$ cat src/rtl/bg_fetch_scheduler_pkg.sv
`default_nettype none
// ============================================================================
// Module   : bg_pkg
// Purpose  : Shared constants and types for the background fetch scheduler:
//            ROM geometry, texel coordinate type and the secondary-lane FSM
//            state encoding.
// Ports    : none (package)
// Revision : 1.0  initial release
// ============================================================================
package bg_pkg;

  // Colour word width (RGB444) and ROM address width ({ty, tx}).
  localparam int ROM_WIDTH     = 12;
  localparam int ROM_ADDR_BITS = 16;
  localparam int TEXEL_BITS    = 8;

  // One texel coordinate; arithmetic on it wraps mod 256 by construction.
  typedef logic [TEXEL_BITS-1:0] texel_t;

  // Secondary read lane: grant, ROM fetch, data return.
  typedef enum logic [1:0] {
    IDLE  = 2'd0,
    ISSUE = 2'd1,
    WAIT  = 2'd2
  } sec_state_t;

endpackage : bg_pkg
`default_nettype wire

$ cat src/rtl/bg_fetch_scheduler_if.sv
`default_nettype none
// ============================================================================
// Module   : bg_fetch_scheduler_if
// Purpose  : Request/grant/return-data bundle between the secondary requester
//            (collision/probe logic) and the background fetch scheduler.
// Signals  : req    requester -> scheduler  read request, held until gnt
//            addr   requester -> scheduler  ROM address, stable while req
//            gnt    scheduler -> requester  1-cycle pulse, request accepted
//            rdata  scheduler -> requester  read data, held between rvalids
//            rvalid scheduler -> requester  1-cycle pulse, rdata valid
// Modports : master = requester side, slave = scheduler side
// Revision : 1.0  initial release
// ============================================================================
interface bg_fetch_scheduler_if;

  logic                             req;
  logic [bg_pkg::ROM_ADDR_BITS-1:0] addr;
  logic                             gnt;
  logic [bg_pkg::ROM_WIDTH-1:0]     rdata;
  logic                             rvalid;

  modport master (
    output req,
    output addr,
    input  gnt,
    input  rdata,
    input  rvalid
  );

  modport slave (
    input  req,
    input  addr,
    output gnt,
    output rdata,
    output rvalid
  );

endinterface : bg_fetch_scheduler_if
`default_nettype wire

$ cat src/rtl/bg_fetch_scheduler_addr_gen.sv
`default_nettype none
// ============================================================================
// Module   : bg_addr_gen
// Purpose  : Owns the registered ROM address. Display pixels are scaled down
//            to texels, scrolled horizontally (wrapping inside the row) and
//            concatenated as {ty, tx}; otherwise a secondary address may be
//            loaded; with neither, the address holds.
// Ports    : clk       in   clock
//            reset     in   synchronous active-high reset
//            video_on  in   display lane active this cycle (top priority)
//            x, y      in   screen coordinates (10 b)
//            scroll    in   frame-stable horizontal texel scroll
//            sec_load  in   load sec_addr this cycle
//            sec_addr  in   secondary ROM address
//            rom_addr  out  registered ROM address
// Revision : 1.0  initial release
// ============================================================================
module bg_addr_gen
  import bg_pkg::*;
#(
  parameter int SCALE_SHIFT = 1
) (
  input  logic                     clk,
  input  logic                     reset,
  input  logic                     video_on,
  input  logic [9:0]               x,
  input  logic [9:0]               y,
  input  texel_t                   scroll,
  input  logic                     sec_load,
  input  logic [ROM_ADDR_BITS-1:0] sec_addr,
  output logic [ROM_ADDR_BITS-1:0] rom_addr
);

  texel_t tx;
  texel_t ty;

  // The texel-sized cast drops the scaled coordinate's upper bits; the 8-bit
  // add then wraps tx without carrying into ty.
  assign tx = texel_t'(x >> SCALE_SHIFT) + scroll;
  assign ty = texel_t'(y >> SCALE_SHIFT);

  always_ff @(posedge clk) begin
    if (reset) begin
      rom_addr <= '0;
    end else if (video_on) begin
      rom_addr <= {ty, tx};
    end else if (sec_load) begin
      rom_addr <= sec_addr;
    end
  end

endmodule : bg_addr_gen
`default_nettype wire

$ cat src/rtl/bg_fetch_scheduler.sv
`default_nettype none
// ============================================================================
// Module   : bg_fetch_scheduler
// Purpose  : Single-port background ROM scheduler. The display lane converts
//            screen coordinates to ROM addresses and returns colour two clocks
//            later; a secondary requester is served in blanking time through
//            a req/gnt/rvalid handshake. The display always wins the port.
// Ports    : clk          in   system/pixel clock
//            reset        in   synchronous active-high reset
//            video_on     in   active-display qualifier for x/y
//            x, y         in   screen column / row (10 b)
//            frame_start  in   1-cycle pulse at start of vertical blank
//            scroll_x     in   requested horizontal texel scroll
//            rom_addr     out  registered ROM address
//            rom_data     in   ROM output, valid 1 cycle after rom_addr
//            color        out  background colour (0 for inactive pixels)
//            color_valid  out  color belongs to an active pixel
//            sec          if   secondary requester handshake (slave side)
// Revision : 1.0  initial release
// ============================================================================
module bg_fetch_scheduler
  import bg_pkg::*;
#(
  parameter int SCALE_SHIFT = 1
) (
  input  logic                     clk,
  input  logic                     reset,
  input  logic                     video_on,
  input  logic [9:0]               x,
  input  logic [9:0]               y,
  input  logic                     frame_start,
  input  logic [7:0]               scroll_x,
  output logic [ROM_ADDR_BITS-1:0] rom_addr,
  input  logic [ROM_WIDTH-1:0]     rom_data,
  output logic [ROM_WIDTH-1:0]     color,
  output logic                     color_valid,
  bg_fetch_scheduler_if.slave      sec
);

  texel_t     scroll_q;
  logic [1:0] vld_pipe;     // [0]: address issued, [1]: ROM data present
  sec_state_t state;
  sec_state_t state_n;
  logic       sec_load;
  logic       gnt_n;
  logic       rvalid_n;

  // --------------------------------------------------------------------------
  // Address generation and shared-port mux
  // --------------------------------------------------------------------------
  bg_addr_gen #(
    .SCALE_SHIFT (SCALE_SHIFT)
  ) u_addr_gen (
    .clk      (clk),
    .reset    (reset),
    .video_on (video_on),
    .x        (x),
    .y        (y),
    .scroll   (scroll_q),
    .sec_load (sec_load),
    .sec_addr (sec.addr),
    .rom_addr (rom_addr)
  );

  // --------------------------------------------------------------------------
  // Scroll register and display return path
  // --------------------------------------------------------------------------
  // Scroll is only sampled at frame start so a whole frame uses one offset.
  always_ff @(posedge clk) begin
    if (reset) begin
      scroll_q    <= '0;
      vld_pipe    <= '0;
      color       <= '0;
      color_valid <= 1'b0;
    end else begin
      if (frame_start) begin
        scroll_q <= scroll_x;
      end
      vld_pipe    <= {vld_pipe[0], video_on};
      color_valid <= vld_pipe[1];
      // Blanked pixels are forced black; rom_data may be secondary data then.
      color       <= vld_pipe[1] ? rom_data : '0;
    end
  end

  // --------------------------------------------------------------------------
  // Secondary lane FSM
  // --------------------------------------------------------------------------
  always_ff @(posedge clk) begin
    if (reset) begin
      state <= IDLE;
    end else begin
      state <= state_n;
    end
  end

  // A grant is only possible from IDLE, which bounds secondary traffic to one
  // read every three cycles and keeps the return slot unambiguous.
  always_comb begin
    state_n  = state;
    sec_load = 1'b0;
    gnt_n    = 1'b0;
    rvalid_n = 1'b0;
    case (state)
      IDLE: begin
        if (sec.req && !video_on) begin
          sec_load = 1'b1;
          gnt_n    = 1'b1;
          state_n  = ISSUE;
        end
      end
      ISSUE: begin
        state_n = WAIT;
      end
      WAIT: begin
        rvalid_n = 1'b1;
        state_n  = IDLE;
      end
      default: begin
        state_n = IDLE;
      end
    endcase
  end

  // In WAIT the ROM output still holds the secondary word even if the display
  // lane has issued a new address at the previous edge.
  always_ff @(posedge clk) begin
    if (reset) begin
      sec.gnt    <= 1'b0;
      sec.rvalid <= 1'b0;
      sec.rdata  <= '0;
    end else begin
      sec.gnt    <= gnt_n;
      sec.rvalid <= rvalid_n;
      if (rvalid_n) begin
        sec.rdata <= rom_data;
      end
    end
  end

endmodule : bg_fetch_scheduler
`default_nettype wire

$ cat src/flat_wrapper.sv
// flat-port wrapper written by rule: the top's interface ports become plain ports
module bg_fetch_scheduler_flat import bg_pkg::*;
#(
  parameter int SCALE_SHIFT = 1
)
  (clk, reset, video_on, x, y, frame_start, scroll_x, rom_addr, rom_data, color, color_valid, sec_req, sec_addr, sec_gnt, sec_rdata, sec_rvalid);
  bg_fetch_scheduler_if sec_i ();
  input  logic clk;
  input  logic reset;
  input  logic video_on;
  input  logic [9:0] x;
  input  logic [9:0] y;
  input  logic frame_start;
  input  logic [7:0] scroll_x;
  output logic [ROM_ADDR_BITS-1:0] rom_addr;
  input  logic [ROM_WIDTH-1:0] rom_data;
  output logic [ROM_WIDTH-1:0] color;
  output logic color_valid;
  input wire logic [$bits(sec_i.req)-1:0] sec_req;
  input wire logic [$bits(sec_i.addr)-1:0] sec_addr;
  output wire logic [$bits(sec_i.gnt)-1:0] sec_gnt;
  output wire logic [$bits(sec_i.rdata)-1:0] sec_rdata;
  output wire logic [$bits(sec_i.rvalid)-1:0] sec_rvalid;
  assign sec_i.req = sec_req;
  assign sec_i.addr = sec_addr;
  assign sec_gnt = sec_i.gnt;
  assign sec_rdata = sec_i.rdata;
  assign sec_rvalid = sec_i.rvalid;
  bg_fetch_scheduler #(.SCALE_SHIFT(SCALE_SHIFT)) u_core (.clk(clk), .reset(reset), .video_on(video_on), .x(x), .y(y), .frame_start(frame_start), .scroll_x(scroll_x), .rom_addr(rom_addr), .rom_data(rom_data), .color(color), .color_valid(color_valid), .sec(sec_i));
endmodule
$ cat config.mk
export PLATFORM = sky130hd
export DESIGN_NAME = bg_fetch_scheduler_flat
export DESIGN_NICKNAME = d
export VERILOG_FILES = /design/src/rtl/bg_fetch_scheduler_pkg.sv /design/src/rtl/bg_fetch_scheduler_if.sv /design/src/rtl/bg_fetch_scheduler_addr_gen.sv /design/src/rtl/bg_fetch_scheduler.sv /design/src/flat_wrapper.sv
export SDC_FILE = /design/constraint.sdc
export NUM_CORES = 1
export LEC_CHECK = 0
export ABC_AREA = 1
export CAP_MARGIN = 25
export CORE_MARGIN = 1
export CORE_UTILIZATION = 44
export CTS_CLUSTER_SIZE = 12
export DETAILED_ROUTE_END_ITERATION = 6
export GPL_TIMING_DRIVEN = 1
export PLACE_DENSITY = 0.89
export SETUP_SLACK_MARGIN = 0.5
export SLEW_MARGIN = 30
export SYNTH_ARGS = -nofsm -noshare
export SYNTH_HDL_FRONTEND = slang
export SYNTH_SLANG_ARGS = --single-unit
export TNS_END_PERCENT = 1
$ cat constraint.sdc
create_clock -name clk -period 3.5 [get_ports clk]
set_input_delay 0.875 -clock clk [delete_from_list [all_inputs] [get_ports clk]]
set_output_delay 0.875 -clock clk [all_outputs]
set_load 0.05 [all_outputs]
# Yosys cells after proc, flatten, opt, wreduce, memory -nomap -nowiden
# Cells that the tools add are included.
# classes
n_addsub	1
n_eq_ne	3
muxes	7
bitwise_logic	1
n_reduce_logical	5
# ops
operator	n
$mux 16	2
$add 8x8->8	1
$pmux 2 s2	1
$mux 1	3
$eq 2x1->1 const B	1
$eq 2x2->1 const B	1
$logic_not 2->1	1
$mux 2	1
$ne 2x1->1 const B	1
$reduce_bool 2->1	1
$reduce_or 2->1	1
$logic_and 1x1->1	1
$logic_not 1->1	1
$not 1->1	1
# word_totals
ff_bits	55
inputBits	61
wordCells	26

# Logic depth before layout (Yosys ltp)
# Gate-level depths: netlist of the first run.
# logic_depth
ltp_word	6
depth_mapped	12
mapped_depth_nobuf	12

# Cells and area by module
# A second synthesis of the first run with hierarchy kept.
# unflattened
cells_unflattened	333
hier_area_um2	2433.6
# by_module_without_submodules
mod	instances	cells_per_inst	area_each_um2	seq_area_each_um2
bg_fetch_scheduler	1	159	1302.5	780.7
bg_addr_gen	1	174	1131.1	320.3

# Worst setup path before layout of the first run
# Ideal clock, no wire load.
# synth_path
path_type	input -> register
startpoint	input port x[1]
endpoint	register u_core.u_addr_gen.rom_addr[6]
arrival_time_ns	1.907
required_time_ns	3.366
path_slack_ns	1.459
stages	11
path_buffers	0
cell_sequence	ha_1 > inv_1 > fa_1 > inv_1 > nand2_1 > nand2_1 > nand3b_1 > nand3_1 > nand3_1 > nand2_1 > a21oi_1
# synth_between
elab_chain_len	2
# synth_rtl
element	line_no	text
start, declared	flat_wrapper.sv:11	input logic [9:0] x;
$add 8x8->8	bg_fetch_scheduler_addr_gen.sv:39	assign tx = texel_t'(x >> SCALE_SHIFT) + scroll;
$mux 16	bg_fetch_scheduler_addr_gen.sv:45	end else if (video_on) begin
end signal, assigned	bg_fetch_scheduler_addr_gen.sv:46	rom_addr <= {ty, tx};
end signal, assigned	bg_fetch_scheduler_addr_gen.sv:48	rom_addr <= sec_addr;
end, declared	bg_fetch_scheduler_addr_gen.sv:31	output logic [ROM_ADDR_BITS-1:0] rom_addr
# Every way passes these cells.
# A chain may end at the register's enable or synchronous reset.

# Worst setup path after layout of the first run
# Ends and elaborated chain as after synthesis.

==> out/qor.txt, run 1 <==
Synthesized flop and latch total: 55
Worst setup path start: x[1]
HPWL Detailed: 4070 microns
Num ports: 104
Final Cell Area: 3370 sq um
ANT cells: 0
Max_cap viols: 0
WP data arrival: 2.54 ns
Fin crit share: 67.6%
Critical-path top delay cell: clkdlybuf4s50_1
WS Path Type: in2reg
CP max stage delay: 0.46 ns
Detailed-route wire length: 5440 microns
Clock root buffer: clkbuf_8
Clk Latency, worst-skew pair: 0.30 ns
Number of buffers created by CTS: 5
Drt first-iter violations: 103
Core ar.: 4820 sq um
Count of final max-slew check failures: 0
Pwr Density: 422 nW/um^2
Crit. End Element: flop
Setup crit start kind: input port
GPL Wtd Cong: 0.798
Post-cts hold buffer count: 0
CP cell instances: clkdlybuf4s50_1, ha_1, inv_1, fa_1, inv_1, nand2_1, nand2_1, nand3b_1, nand3_1, nand3_1, nand2_1, a21oi_1
Yosys warning total: 0
Post-synth EDFFs: 0
Post-route ant nets: 0
Peak supply drop: 267 uV
Full die area: 5390 sq um
Total number of vias: 2143
Unrepaired setup endpoints after global routing: false
DR pass1 iterations: 4
Status: finished clean
Fin crit period: 2.36 ns
Sequential area share after synthesis: 49.1%
Pin count of the biggest net entering global routing: 29
Cts repair resizes: 0
Crit Reg-Reg Startpoint: u_core.scroll_q[0]
Worst EP required: 3.68 ns
Highest clock rate: 0.423 GHz
H-tree Lvls: 2
Min-delay src: u_core.vld_pipe[0]
DIE HEIGHT: 73.4 microns
Max Fanout on Critical Path: 3
Vias in the first global route: 1966
Most frequent cells in the layout: clkdlybuf4s50_1, dfxtp_1, nand2_1
Cells on worst reg2reg path: 11
CTS Sinks: 55
Vias per cell: 4.78
Setup Skew: 0.00529 ns
Share of synthesized registers carrying an async set or reset: 0%
Clock Tree Buf Depth: 2
Area Overhead vs Synth: 50.2%
Final nets: 449
Min-Delay Path Class: reg2reg
Initial antenna violation count: 0
Die Wd: 73.4 microns
First-pass GRT wire length: 8770 microns
Final Hold Viols: 0
Flop2flop setup slack: 1.84 ns
Hold Crit Depth: 2
Leakage: 1.45 nW
Most common cell after layout, fill and taps aside: clkdlybuf4s50_1
Max-slew headroom: 60.1%
Worst slew pin tran: 0.599 ns
# setup viols final: 0
DP Area: 3260 sq um
Number of library cell types mapped by synthesis: 28
Gr usage total: 21.0%
Clock-pin slew on the worst setup and hold paths: 0.09 ns
Mapped cell area: 2240 sq um
Syn_nets: 353
DRC: 0
CTS tree: yes
Mean post-synth cell area: 7.90 sq um
Initial Util: 46.6%
Port bufs: 99
Routed len/inst: 12.1 microns
Synthesized instance count: 284
Layout cell share with drive strength beyond 1: 4.20%
Top_reg_cell synth: dfxtp_1
Placement Rows: 25
Setup TNS: 0 ns
CP dominant cell by count: nand2_1
Congestion Overflow GR: 0
Postcts setup bufs: 0
-- critical path, delay by kind of cell --
family	cells	cell delay, ns
AOI/OAI and AO/OA	1	0.05
adders and majority gates	2	0.53
buffers and inverters	3	0.62
and+or+nand+nor	6	0.46
-- cells by family (layout without fill, tap and decap cells) --
kind of cell	count (synthesis)	count (layout)	synth area share, %
compound gates	70	70	17.3
xor+xnor	2	2	0.781
fa+ha+maj	8	8	4.79
buf+inv	46	143	9.20
flops	55	55	49.1
simple gates	103	103	18.9
-- path summary, 6_finish.rpt --
check | to
setup / recovery | u_core.u_addr_gen.rom_addr[6]
hold / removal | u_core.vld_pipe[1]
setup reg to reg | u_core.u_addr_gen.rom_addr[6]
hold reg to reg | u_core.vld_pipe[1]
-- power breakdown --
| part | internal (mW) | switching [mW] | total, mW | leakage (nW) |
|---|---|---|---|---|
| clock | 0.216 | 0.203 | 0.420 | 0.0558 |
| sequential | 0.658 | 0.0170 | 0.675 | 0.452 |
| combinational | 0.141 | 0.188 | 0.329 | 0.945 |
| total | 1.02 | 0.409 | 1.42 | 1.45 |
-- final cells by class --
class | count | area [sq um]
clock inverter | 2 | 38.8
clock buffer | 6 | 72.6
inverter | 34 | 133
fill | 403 | 1450
multi-input combinational | 183 | 937
tap | 67 | 83.8
sequential | 55 | 1100
timing repair buffer | 101 | 1010
-- layer usage --
metal / GRT usage [%] / routed length (microns) / vias to the layer above
li1: - / - / 1108
met1: 25.4 / 2300 / 958
met2: 36.3 / 2710 / 67
met3: 4.80 / 285 / 10
met4: 7.69 / 135 / 0
met5: 0 / 0 / -
-- cell usage after synthesis, drive strengths merged (3+ instances only) --
| cell type | number | area [sq um] |
|---|---|---|
| dfxtp | 55 | 1100 |
| nand2 | 48 | 180 |
| nor2 | 39 | 154 |
| o21ai | 37 | 193 |
| inv | 32 | 120 |
| a21oi | 22 | 125 |
| a31oi | 10 | 62.6 |
| nand3 | 9 | 45.0 |
| ha | 7 | 87.6 |
| buf | 6 | 51.3 |
| clkbuf | 6 | 22.5 |
| or2 | 3 | 18.8 |
-- sequential cells by signal, indices dropped and copies added (netlist names) --
name and cells:
u_core.state 2, u_core.color 12, u_core.vld_pipe 2, u_core.scroll_q 8, u_core.u_addr_gen.rom_addr 16, u_core.sec.rdata 12
u_core.sec.rvalid 1, u_core.color_valid 1, u_core.sec.gnt 1
-- stage by stage --
stage,util [%],setup slack (ns),instances,hold slack (ns),power (mW)
after floorplan,-,1.46,284,0.388,0.885
after global placement,67.7,0.860,440,0.394,1.01
after detailed placement,67.7,0.814,440,0.398,1.02
after CTS,70.0,1.12,448,0.412,1.43
after global routing,70.0,0.975,448,0.429,1.48
final,70.0,1.14,448,0.408,1.42
No activity file was read; power rests on OpenSTA's default activity.
==> run 2, diff against run 1 <==
--- a/config.mk
+++ b/config.mk
@@ -8,11 +8,11 @@
 export ABC_AREA = 1
 export CAP_MARGIN = 25
 export CORE_MARGIN = 1
-export CORE_UTILIZATION = 44
+export CORE_UTILIZATION = 41
 export CTS_CLUSTER_SIZE = 12
 export DETAILED_ROUTE_END_ITERATION = 6
 export GPL_TIMING_DRIVEN = 1
-export PLACE_DENSITY = 0.89
+export PLACE_DENSITY = 0.84
 export SETUP_SLACK_MARGIN = 0.5
 export SLEW_MARGIN = 30
 export SYNTH_ARGS = -nofsm -noshare
==> constraint.sdc (replaced) <==
create_clock -name clk -period 2.4 [get_ports clk]
set_input_delay 0.6 -clock clk [delete_from_list [all_inputs] [get_ports clk]]
set_output_delay 0.6 -clock clk [all_outputs]
set_load 0.05 [all_outputs]
==> out/qor.txt, run 2 (synthesis results as in run 1) <==
Status: finished clean
Unrepaired setup endpoints after global routing: true
CTS tree: yes
Max-slew headroom: 60.0%
Fill cells: 456
Vias in the first global route: 1975
Setup TNS: 0 ns
Clock Tree Buf Depth: 2
First-pass GRT wire length: 8890 microns
Min-Delay Path Class: reg2reg
Hold Crit Depth: 2
Num ports: 104
Worst slew pin tran: 0.599 ns
Critical-path top delay cell: clkdlybuf4s50_1
Max Fanout on Critical Path: 2
Highest clock rate: 0.479 GHz
Setup Skew: 0.00358 ns
Gr usage total: 19.0%
HPWL Detailed: 4040 microns
Post-route ant nets: 0
Min-delay src: u_core.vld_pipe[0]
Most frequent cells in the layout: clkdlybuf4s50_1, dfxtp_1, nand2_1
Seq. cell area: 1100 sq um
Initial antenna violation count: 0
DRC: 0
GPL Wtd Cong: 0.773
Leakage: 1.48 nW
Congestion Overflow GR: 0
Crit. End Element: primary output
Final nets: 452
Setup crit start kind: flop
Flop2flop setup slack: 0.79 ns
Drt first-iter violations: 81
Pin count of the biggest net entering global routing: 25
WS Path Type: reg2out
Crit Reg-Reg Startpoint: u_core.scroll_q[0]
Layout cell share with drive strength beyond 1: 6.25%
Crit path buf inv count: 1
Fin crit share: 86.9%
R2r endpoint: u_core.u_addr_gen.rom_addr[6]
Worst EP required: 1.80 ns
Fin crit period: 2.09 ns
Most flop-heavy register: u_core.u_addr_gen.rom_addr
Number of buffers created by CTS: 5
Peak supply drop: 285 uV
Worst Hold Endpoint: u_core.vld_pipe[1]
WP data arrival: 1.49 ns
Routed len/inst: 11.7 microns
CP top delay family: buffers and inverters
Port bufs: 99
Pwr Density: 589 nW/um^2
Area Overhead vs Synth: 51.4%
H-tree Lvls: 2
DIE HEIGHT: 76.0 microns
Core ar.: 5200 sq um
Clk Latency, worst-skew pair: 0.30 ns
Max reg flops: 16
Count of final max-slew check failures: 0
CP max stage delay: 0.83 ns
# setup viols final: 0
Detailed-route wire length: 5320 microns
Clock root buffer: clkbuf_8
DR pass1 iterations: 4
Clock-pin slew on the worst setup and hold paths: 0.10 ns
Multi-input logic area: 946 sq um
Full die area: 5770 sq um
Largest regs: u_core.u_addr_gen.rom_addr (16), u_core.color (12), u_core.sec.rdata (12)
Final Hold Viols: 0
ANT cells: 0
CP cell instances: clkdlybuf4s50_1
Placement Rows: 26
Total power: 2.00 mW
Vias per cell: 4.72
Initial Util: 43.1%
CTS Sinks: 55
Most common cell after layout, fill and taps aside: clkdlybuf4s50_1
Cells on worst reg2reg path: 12
Die Wd: 76.0 microns
Max_cap viols: 0
Total number of vias: 2141
-- run 2: layout make-up --
cell class | count | share of cell area (%)
clock inverters | 2 | 0.479
flip-flops and latches | 55 | 32.4
well taps | 70 | 2.58
repair buffers | 104 | 30.4
clock buffers | 6 | 2.43
multi-input cells | 183 | 27.8
inverters | 34 | 3.90
-- run 2: what timing repair did --
item	4_1_cts	5_1_grt
hold buffers	0	0
setup endpoints to repair	45	48
gates resized for setup	1	6
pin swaps	0	3
setup buffers	0	1
-- run 2: worst max path at each step --
stage	start	to	slack, ns	cells past startpoint
floorplan	x[1]	u_core.u_addr_gen.rom_addr[6]	0.63	11
global placement	x[1]	u_core.u_addr_gen.rom_addr[6]	0.07	13
detailed placement	x[1]	u_core.u_addr_gen.rom_addr[6]	0.03	13
CTS	u_core.u_addr_gen.rom_addr[1]	rom_addr[1]	0.30	1
global route	u_core.u_addr_gen.rom_addr[1]	rom_addr[1]	0.28	1
finish	u_core.u_addr_gen.rom_addr[1]	rom_addr[1]	0.31	1
-- run 2: stage by stage --
step / setup slack, ns / instance area (sq um) / hold WS [ns] / std cells / util, %
floorplan: 0.634 / 2240 / 0.388 / 284 / -
global placement: 0.0724 / 3280 / 0.389 / 445 / 63.0
detailed placement: 0.0266 / 3280 / 0.397 / 445 / 63.0
CTS: 0.303 / 3380 / 0.406 / 453 / 64.9
global route: 0.276 / 3400 / 0.405 / 454 / 65.3
finish: 0.313 / 3400 / 0.407 / 454 / 65.3
-- run 2: metal layers --
metal | track usage (%) | vias to the layer above | wire, microns
met3 | 3.95 | 9 | 288
met2 | 33.0 | 77 | 2540
met5 | 0 | - | 0
met4 | 6.54 | 0 | 93
met1 | 23.3 | 942 | 2400
li1 | - | 1113 | -
-- run 2: power breakdown --
part | total (mW) | switching (mW) | internal (mW)
sequential | 0.983 | 0.0229 | 0.960
clock | 0.533 | 0.297 | 0.236
combinational | 0.486 | 0.277 | 0.210
total | 2.00 | 0.596 | 1.41
